==> config.mk <==
export PLATFORM = sky130hd
export DESIGN_NAME = a2_slot_initiator
export DESIGN_NICKNAME = d
export VERILOG_FILES = /design/src/rtl/a2_slot_initiator.sv
export SDC_FILE = /design/constraint.sdc
export NUM_CORES = 1
export LEC_CHECK = 0
export CAP_MARGIN = 10
export CORE_ASPECT_RATIO = 1.25
export CORE_MARGIN = 8
export CORE_UTILIZATION = 53
export CTS_BUF_LIST = sky130_fd_sc_hd__clkbuf_16
export CTS_CLUSTER_SIZE = 8
export DETAILED_ROUTE_END_ITERATION = 8
export MAX_ROUTING_LAYER = met4
export PLACE_DENSITY = 0.85
export SYNTH_ARGS = -nofsm -noshare
export SYNTH_HDL_FRONTEND = slang
export SYNTH_SLANG_ARGS = --single-unit
==> constraint.sdc <==
create_clock -name clk_logic_i -period 3.7 [get_ports clk_logic_i]
set_clock_uncertainty 0.1 [all_clocks]
set_input_delay 0.74 -clock clk_logic_i [delete_from_list [all_inputs] [get_ports clk_logic_i]]
set_output_delay 0.74 -clock clk_logic_i [all_outputs]
set_load 0.02 [all_outputs]
==> src/rtl/a2_slot_initiator.sv <==
// Apple II slot-bus initiator: one DEVSEL bus cycle per request, free-running
// phi0/phi1 timing derived from a clk_logic_i divider, registered bus outputs.
module a2_slot_initiator #(
  parameter logic [2:0] SLOT        = 3'd7,
  parameter int         HALF_CYCLES = 27,
  parameter logic [7:0] FLOAT_DATA  = 8'hFF
) (
  input  logic        clk_logic_i,
  input  logic        reset_n_i,
  input  logic        req_valid_i,
  output logic        req_ready_o,
  input  logic        req_rw_n_i,
  input  logic [3:0]  req_reg_i,
  input  logic [7:0]  req_data_i,
  output logic        rsp_valid_o,
  output logic [7:0]  rsp_data_o,
  output logic        phi0_o,
  output logic        phi1_posedge_o,
  output logic        phi1_negedge_o,
  output logic [15:0] addr_o,
  output logic [7:0]  data_o,
  output logic        rw_n_o,
  output logic        dev_select_n_o,
  output logic [2:0]  slot_o,
  input  logic [7:0]  bus_data_i,
  input  logic        bus_rd_en_i
);

  localparam int             CW       = $clog2(2*HALF_CYCLES);
  localparam logic [CW-1:0]  CNT_HALF = CW'(HALF_CYCLES);
  localparam logic [CW-1:0]  CNT_AEND = CW'(HALF_CYCLES-1);
  localparam logic [CW-1:0]  CNT_LAST = CW'(2*HALF_CYCLES-1);

  typedef enum logic [1:0] {S_IDLE, S_ADDR, S_DATA, S_HOLD} state_e;

  typedef struct packed {
    logic       rw_n;
    logic [3:0] rg;
    logic [7:0] data;
  } req_t;

  logic [CW-1:0] cnt_q, cnt_d;
  state_e        state_q, state_d;
  logic          pend_vld_q, pend_vld_d;
  req_t          pend_q, pend_d;
  req_t          act_q, act_d;
  logic          drain;

  logic [15:0]   addr_q, addr_d;
  logic [7:0]    data_q, data_d;
  logic          rw_n_q, rw_n_d;
  logic          dsel_n_q, dsel_n_d;
  logic          rsp_vld_q, rsp_vld_d;
  logic [7:0]    rsp_data_q, rsp_data_d;
  logic          bus_act;

  // Bus timing runs regardless of traffic so cards always see a clean phi clock.
  assign cnt_d = (cnt_q == CNT_LAST) ? '0 : cnt_q + 1'b1;

  always_comb begin
    state_d    = state_q;
    pend_vld_d = pend_vld_q;
    pend_d     = pend_q;
    act_d      = act_q;
    drain      = 1'b0;
    case (state_q)
      S_IDLE: if (pend_vld_q && cnt_q == CNT_LAST) begin
                state_d = S_ADDR;
                drain   = 1'b1;
              end
      S_ADDR: if (cnt_q == CNT_AEND) state_d = S_DATA;
      S_DATA: if (cnt_q == CNT_LAST) state_d = S_HOLD;
      S_HOLD: begin
                if (pend_vld_q) begin
                  state_d = S_ADDR;
                  drain   = 1'b1;
                end else begin
                  state_d = S_IDLE;
                end
              end
      default: state_d = S_IDLE;
    endcase
    if (drain) begin
      act_d      = pend_q;
      pend_vld_d = 1'b0;
    end
    // Accept and drain never coincide: drain needs a full holder, accept an empty one.
    if (req_valid_i && !pend_vld_q) begin
      pend_vld_d = 1'b1;
      pend_d     = '{rw_n: req_rw_n_i, rg: req_reg_i, data: req_data_i};
    end
  end

  // Outputs are registered from next-state so they line up with the state they describe.
  always_comb begin
    bus_act    = (state_d != S_IDLE);
    addr_d     = bus_act ? {8'hC0, 1'b1, SLOT, act_d.rg} : 16'h0000;
    rw_n_d     = bus_act ? act_d.rw_n : 1'b1;
    data_d     = bus_act ? act_d.data : 8'h00;
    dsel_n_d   = !(state_d == S_DATA || state_d == S_HOLD);
    rsp_vld_d  = (state_q == S_DATA) && (cnt_q == CNT_LAST) && act_q.rw_n;
    rsp_data_d = rsp_data_q;
    if (rsp_vld_d) rsp_data_d = bus_rd_en_i ? bus_data_i : FLOAT_DATA;
  end

  always_ff @(posedge clk_logic_i or negedge reset_n_i) begin
    if (!reset_n_i) begin
      cnt_q      <= '0;
      state_q    <= S_IDLE;
      pend_vld_q <= 1'b0;
      pend_q     <= '0;
      act_q      <= '0;
      addr_q     <= 16'h0000;
      data_q     <= 8'h00;
      rw_n_q     <= 1'b1;
      dsel_n_q   <= 1'b1;
      rsp_vld_q  <= 1'b0;
      rsp_data_q <= 8'h00;
    end else begin
      cnt_q      <= cnt_d;
      state_q    <= state_d;
      pend_vld_q <= pend_vld_d;
      pend_q     <= pend_d;
      act_q      <= act_d;
      addr_q     <= addr_d;
      data_q     <= data_d;
      rw_n_q     <= rw_n_d;
      dsel_n_q   <= dsel_n_d;
      rsp_vld_q  <= rsp_vld_d;
      rsp_data_q <= rsp_data_d;
    end
  end

  assign req_ready_o    = !pend_vld_q;
  assign rsp_valid_o    = rsp_vld_q;
  assign rsp_data_o     = rsp_data_q;
  assign phi0_o         = (cnt_q >= CNT_HALF);
  assign phi1_posedge_o = (cnt_q == '0);
  assign phi1_negedge_o = (cnt_q == CNT_HALF);
  assign addr_o         = addr_q;
  assign data_o         = data_q;
  assign rw_n_o         = rw_n_q;
  assign dev_select_n_o = dsel_n_q;
  assign slot_o         = SLOT;

endmodule
======== After elaboration in Yosys (flattened, before gate mapping) ========
Index checks and enable logic that the tools add are counted.
storage, ports and cells
  register bits ........................... 70
  input bits .............................. 25
  output and inout bits ................... 42
  logic and storage cells ................. 52
cells by class
  add/subtract/negate cells ............... 1
  magnitude comparators ................... 1
  equal/unequal tests ..................... 8
  muxes and demuxes ....................... 16
  reduce and logical (&&, ||, !) cells .... 11
operators by type and width
  operator               number
  $mux W16               1
  $mux W8                2
  $mux W13               1
  $eq A6 B5 Y1 const B   2
  $eq A2 B2 Y1 const B   4
  $pmux W2 S4            1
  $add A6 B1 Y6 const B  1
  $eq A6 B6 Y1 const B   1
  $ge A6 B5 Y1 const B   1
  $logic_not A6 Y1       1
  $mux W1                6
  $mux W2                3
  $mux W6                1
  $logic_and A1 B1 Y1    4
  $reduce_bool A2 Y1     2
  $eq A2 B1 Y1 const B   1
  $logic_not A1 Y1       2
  $logic_not A2 Y1       1
  $pmux W1 S2            1
  $logic_or A1 B1 Y1     1

======== Depth between registers and ports, before layout ========
  depth in word-level cells ............... 7
  depth in mapped cells ................... 7
  mapped depth without buffers ............ 6

======== Worst setup path after synthesis ========
Ideal clock, no wire load.
  path kind ............................... register to register
  from .................................... register state_q[1]
  to ...................................... register addr_q[0], in the netlist addr_o[0]
  library setup time ...................... 123 ps
  arrival time ............................ 1,766 ps
  required time ........................... 3,477 ps
  path slack .............................. 1,710 ps
  cell stages (with the launch flop) ...... 8
  buffers on the path ..................... 1
  clock period less this slack ............ 1,990 ps
  cell sequence ........................... dfrtp_1 > inv_1 > ha_1 > and3b_1 > a31oi_4 > buf_6 > mux2_4 > a21boi_1
RTL lines
  item                      line  RTL
  start: declaration        43    state_e state_q, state_d;
  start signal: assignment  121   state_q <= state_d;
  end signal: assignment    125   addr_q <= addr_d;
  end: declaration          49    logic [15:0] addr_q, addr_d;

======== Final worst setup path ========
  from .................................... register cnt_q[3]
  to ...................................... output port phi1_posedge_o
between the ends
  word-level cells in the longest chain between the ends .. 1
ends and longest elaborated chain
  item                      line  RTL
  start: declaration        42    logic [CW-1:0] cnt_q, cnt_d;
  start signal: assignment  120   cnt_q <= cnt_d;
  $logic_not A6 Y1          138   assign phi1_posedge_o = (cnt_q == '0);
  end: declaration          18    output logic phi1_posedge_o,
Every way passes these cells.

==> results.md <==
Die:
- The site row count is 29.
- The floorplan step defined a die boundary enclosing about 0.0076 mm2.
- The effective utilization at floorplan is 53.90%.
- The area inside the core boundary is approximately 0.0050 mm2.
- Measured along the y axis, the die boundary spans between 90 and 100 um.
- The width of the chip is around 80 um.
- 67 I/O pins were placed.

Pwr:
- The leakage power is 1.634 nW.
- In this run the power density over the cells is between 400 and 500 mW/mm2.
- Per report_power, the combinational group accounts for 4.7% of the total.
- Registers are responsible for 46.8% of the overall power.
- The fraction of power consumed by the clock network is a little under 50%.
- The power consumption is between 0.001 and 0.0015 W.
- Internal power comes to roughly 0.0011 W.
- IR analysis of the VDD net gives a maximum drop of roughly 0.31 mV.
- The fraction of power spent switching nets is between 20% and 30%.
- Summed over all nets, the switching power comes to around 0.00030 W.

STA:
- Setup violations remaining at the end of the flow were counted as 0.
- For the pin with the worst max-slew slack, the measured transition is approximately 1.1 ns.
- Setup repair after global routing left no endpoint under its margin.
- The count of final hold-check violations is 0.
- In the final timing run, aggregate negative setup slack is 0 ns.
- The portion of the clock cycle consumed by the worst path in the final layout is around three quarters.
- The worst slew margin relative to its limit is between 20 and 30%.
- The max-slew violation total from the final report was 0.
- The clock period minus worst slack is 2.747 ns.
- The final hold slack is about 0.39 ns.
- Derived from the worst setup path, the maximum achievable clock frequency is ~0.36 GHz.

Clock tree:
- The cell chosen for the clock root is sky130_fd_sc_hd__clkbuf_16.
- The TritonCTS clock tree is built.
- The maximum level of the CTS H-tree is 3.
- Post-CTS repair changed the size of 0 cells.
- The insertion delay of the later-clocked pin in the worst-skew pair is 0.32 ns.
- The clock drives roughly 60 sinks.
- The number of buffers inserted for hold repair after clock tree synthesis is 0.
- The clock-pin slew on the worst setup and hold paths is approximately 0.05 ns.
- The clock passes through at most 2 buffers.
- The number of clock buffers added by TritonCTS is 9.
- Buffers added to address setup during post-CTS repair amount to 0.

Critical path:
- The type of the worst setup path is register to output pin.
- The critical path starts at cnt_q[3].
- STA classifies the critical path startpoint as a register.
- The setup check on the worst reg-to-reg path leaves a slack of 1.28 ns.
- The endpoint kind of the worst setup timing path is an output pin.
- Data on the critical path is required at its endpoint by 2.86 ns.
- The largest fanout on the critical path is 10.
- At the worst endpoint, the arrival time is ~1.9 ns.
- The critical path ends at phi1_posedge_o.
- The endpoint identified for the worst register-to-register timing path is data_o[3].
- The cell depth of the worst flop-to-flop path is 6.
- In this run the critical register-to-register path is launched from state_q[1].

Global route:
- The number of global-route vias before repair is between 1500 and 2000.
- Entering global routing, the biggest net connects 50 pins.
- The wire length of the first global-routing pass is 8.687 mm.
- The number of antenna violations at the first check in global routing is 0.
- The combined global-route utilization of all metal layers is between 10% and 20%.
- Global routing finished with a remaining overflow of 0.

Logic synthesis:
- After synthesis, the mean cell area works out to about 14 um2.
- In this run, distinct cell masters in the synthesized netlist total 43.
- After synthesis the netlist holds a flip-flop and latch count of between 50 and 60.
- The register area share after synthesis is 54.80%.
- Synthesis produced a little under 200 cells.
- The Yosys warning count is 0.
- The total standard cell area after synthesis is approximately 0.0027 mm2.

Routing:
- In the routed layout, each cell is associated on average with a via count of ~5.2.
- In the routed design, unresolved DRC markers number 0.
- The routed layout has approximately 1700 vias.
- The detailed-route wire length per cell is 16.51 um.
- After the first detailed-routing iteration, the DRC count stood at between 100 and 150.
- In this run the remaining antenna-violating nets after routing total 0.
- The first detailed-routing pass took 4 iterations.
- After detailed routing, the total wire length is between 5 and 6 mm.

Cells and area:
- The area growth from synthesis to layout is 28.42%.
- Leaving out fill and tap cells, the most frequent cell in the layout is sky130_fd_sc_hd__dfrtp_1.
- The proportion of layout cells with a drive suffix above 1 is 21.01%.
- Counting the fill cells in the layout gives between 300 and 400.
- The top cell types in the final layout, fill and taps aside, are sky130_fd_sc_hd__dfrtp_1, sky130_fd_sc_hd__clkdlybuf4s50_1, sky130_fd_sc_hd__mux2_2.
- The multi-input combinational cell area is 0.001040 mm2.
- Across the whole layout, storage elements account for between 0.001 and 0.0015 mm2.
- The utilization after layout is 69.22%.
- The count of inserted antenna diode cells is 0.
- At the end of the flow, the number of nets in the layout was between 200 and 300.
- The post-route non-filler standard cell count is 319.

Flow run:
- The tool flagged a number of max-cap violations equal to 0.

Hold path:
- The min-delay analysis places its worst path in the category register to register.
- The startpoint identified for the worst hold timing path is rsp_data_o[4].

Placed design:
- The number of placed instances, taps included, is 303.
- The routability congestion estimate from global placement is ~0.82.
- Input and output buffers added on the ports amount to 57.
- Detailed placement ended at an HPWL of approximately 3.8 mm.

Run status:
- The flow ran to the end, and the final reports show no timing, DRC or antenna violations.
[how the worst min path moves through the flow]
stage | slack, ns | cells past startpoint | endpoint
3_3_place_gp | 0.37 | 1 | rsp_data_o[1]
3_5_place_dp | 0.37 | 1 | rsp_data_o[7]
5_1_grt | 0.40 | 1 | act_q[1]
4_1_cts | 0.39 | 1 | rsp_data_o[7]
6_report | 0.39 | 1 | rsp_data_o[4]
2_1_floorplan | 0.34 | 0 | act_q[0]
[stage by stage]
stage,setup slack [ns],area [um2]
global route,0.8850,3466
global placement,1.309,3211
CTS,0.9481,3466
floorplan,1.710,2725
detailed placement,1.291,3211
finish,0.9527,3466
[state kept, by name, indices dropped and copies added, names as in the netlist]
| signal | cells |
|---|---|
| rsp_data_o | 8 |
| rw_n_o | 1 |
| act_q | 13 |
| rsp_valid_o | 1 |
| addr_o | 5 |
| pend_q | 13 |
| state_q | 2 |
| cnt_q | 6 |
| data_o | 8 |
| dev_select_n_o | 1 |
| pend_vld_q | 1 |
[cells in the mapped netlist]
library cell / n / area, um2
sky130_fd_sc_hd__xnor2_1: 1 / 8.760
sky130_fd_sc_hd__o211ai_1: 2 / 15.01
sky130_fd_sc_hd__nand2_1: 2 / 7.510
sky130_fd_sc_hd__dfstp_2: 2 / 52.55
sky130_fd_sc_hd__buf_4: 16 / 120.1
sky130_fd_sc_hd__a211oi_1: 1 / 7.510
sky130_fd_sc_hd__a21o_1: 2 / 15.01
sky130_fd_sc_hd__a31oi_4: 1 / 21.27
sky130_fd_sc_hd__nor2b_1: 2 / 12.51
sky130_fd_sc_hd__mux2_1: 8 / 90.09
sky130_fd_sc_hd__nand2b_1: 9 / 56.30
sky130_fd_sc_hd__nor4_1: 1 / 6.260
sky130_fd_sc_hd__a31o_4: 1 / 17.52
sky130_fd_sc_hd__buf_2: 3 / 15.01
sky130_fd_sc_hd__and4b_1: 1 / 10.01
sky130_fd_sc_hd__o21ai_0: 2 / 10.01
sky130_fd_sc_hd__nor3_1: 1 / 5.000
sky130_fd_sc_hd__mux2i_1: 1 / 10.01
sky130_fd_sc_hd__and3_1: 1 / 6.260
sky130_fd_sc_hd__nor2_2: 1 / 6.260
sky130_fd_sc_hd__nand4_1: 2 / 12.51
sky130_fd_sc_hd__nor2_1: 5 / 18.77
sky130_fd_sc_hd__inv_1: 5 / 18.77
sky130_fd_sc_hd__o21a_1: 1 / 7.510
sky130_fd_sc_hd__and2_1: 2 / 12.51
sky130_fd_sc_hd__and4bb_1: 1 / 12.51
sky130_fd_sc_hd__buf_6: 4 / 45.04
sky130_fd_sc_hd__xor2_1: 2 / 17.52
sky130_fd_sc_hd__o311a_1: 1 / 10.01
sky130_fd_sc_hd__inv_2: 2 / 7.510
sky130_fd_sc_hd__a22o_1: 1 / 8.760
sky130_fd_sc_hd__conb_1: 2 / 7.510
sky130_fd_sc_hd__a21boi_1: 8 / 60.06
sky130_fd_sc_hd__mux2_4: 9 / 135.1
sky130_fd_sc_hd__a311o_2: 1 / 11.26
sky130_fd_sc_hd__nand3_1: 2 / 10.01
sky130_fd_sc_hd__dfrtp_1: 57 / 1426
sky130_fd_sc_hd__a21bo_1: 1 / 10.01
sky130_fd_sc_hd__mux2_2: 17 / 191.4
sky130_fd_sc_hd__ha_1: 9 / 112.6
sky130_fd_sc_hd__and3b_1: 2 / 17.52
sky130_fd_sc_hd__nand3b_1: 1 / 7.510
sky130_fd_sc_hd__a21boi_2: 4 / 45.04
[power by group through the flow]
stage	logic, W	clock network, W	registers (W)
after detailed placement	0.0000697	0	0.000685
after global placement	0.0000673	0	0.000684
after floorplan	0.0000348	0	0.000682
final	0.0000682	0.000699	0.000675
after global routing	0.0000761	0.000751	0.000677
after CTS	0.0000696	0.000718	0.000675
[area by class of cell]
cell class / instances / share of cell area (%)
clock buffer: 9 / 6.498
clock inverter: 7 / 0.8664
inverter: 7 / 0.7581
sequential: 59 / 42.67
multi-input combinational: 115 / 30.00
tap: 62 / 2.238
timing repair buffer: 60 / 16.97
[cells by family after synthesis]
| group | share of synthesized area [%] |
|---|---|
| and+or+nand+nor | 7.464 |
| buffers and inverters | 7.650 |
| other | 0.2783 |
| AOI/OAI and AO/OA | 8.855 |
| xor gates and xnor gates | 0.9738 |
| muxes | 15.81 |
| adders and majority gates | 4.173 |
| DFF | 54.80 |
[routing by layer]
| metal | share of wire, % | up-vias | global-route usage, % |
|---|---|---|---|
| met2 | 53 | 46 | 24.64 |
| met3 | 5.2 | 9 | 4.299 |
| met5 | 0 | - | - |
| met4 | 1.9 | 0 | 8.055 |
| met1 | 40 | 851 | 17.07 |
| li1 | - | 760 | - |
[worst max-delay path: stages (launching register included)]
cell and delay (ns):
sky130_fd_sc_hd__dfrtp_1 0.48, sky130_fd_sc_hd__nor4_1 0.34, sky130_fd_sc_hd__and2_1 0.17, sky130_fd_sc_hd__clkdlybuf4s50_1 0.60
Power figures use the tool's default switching activity.
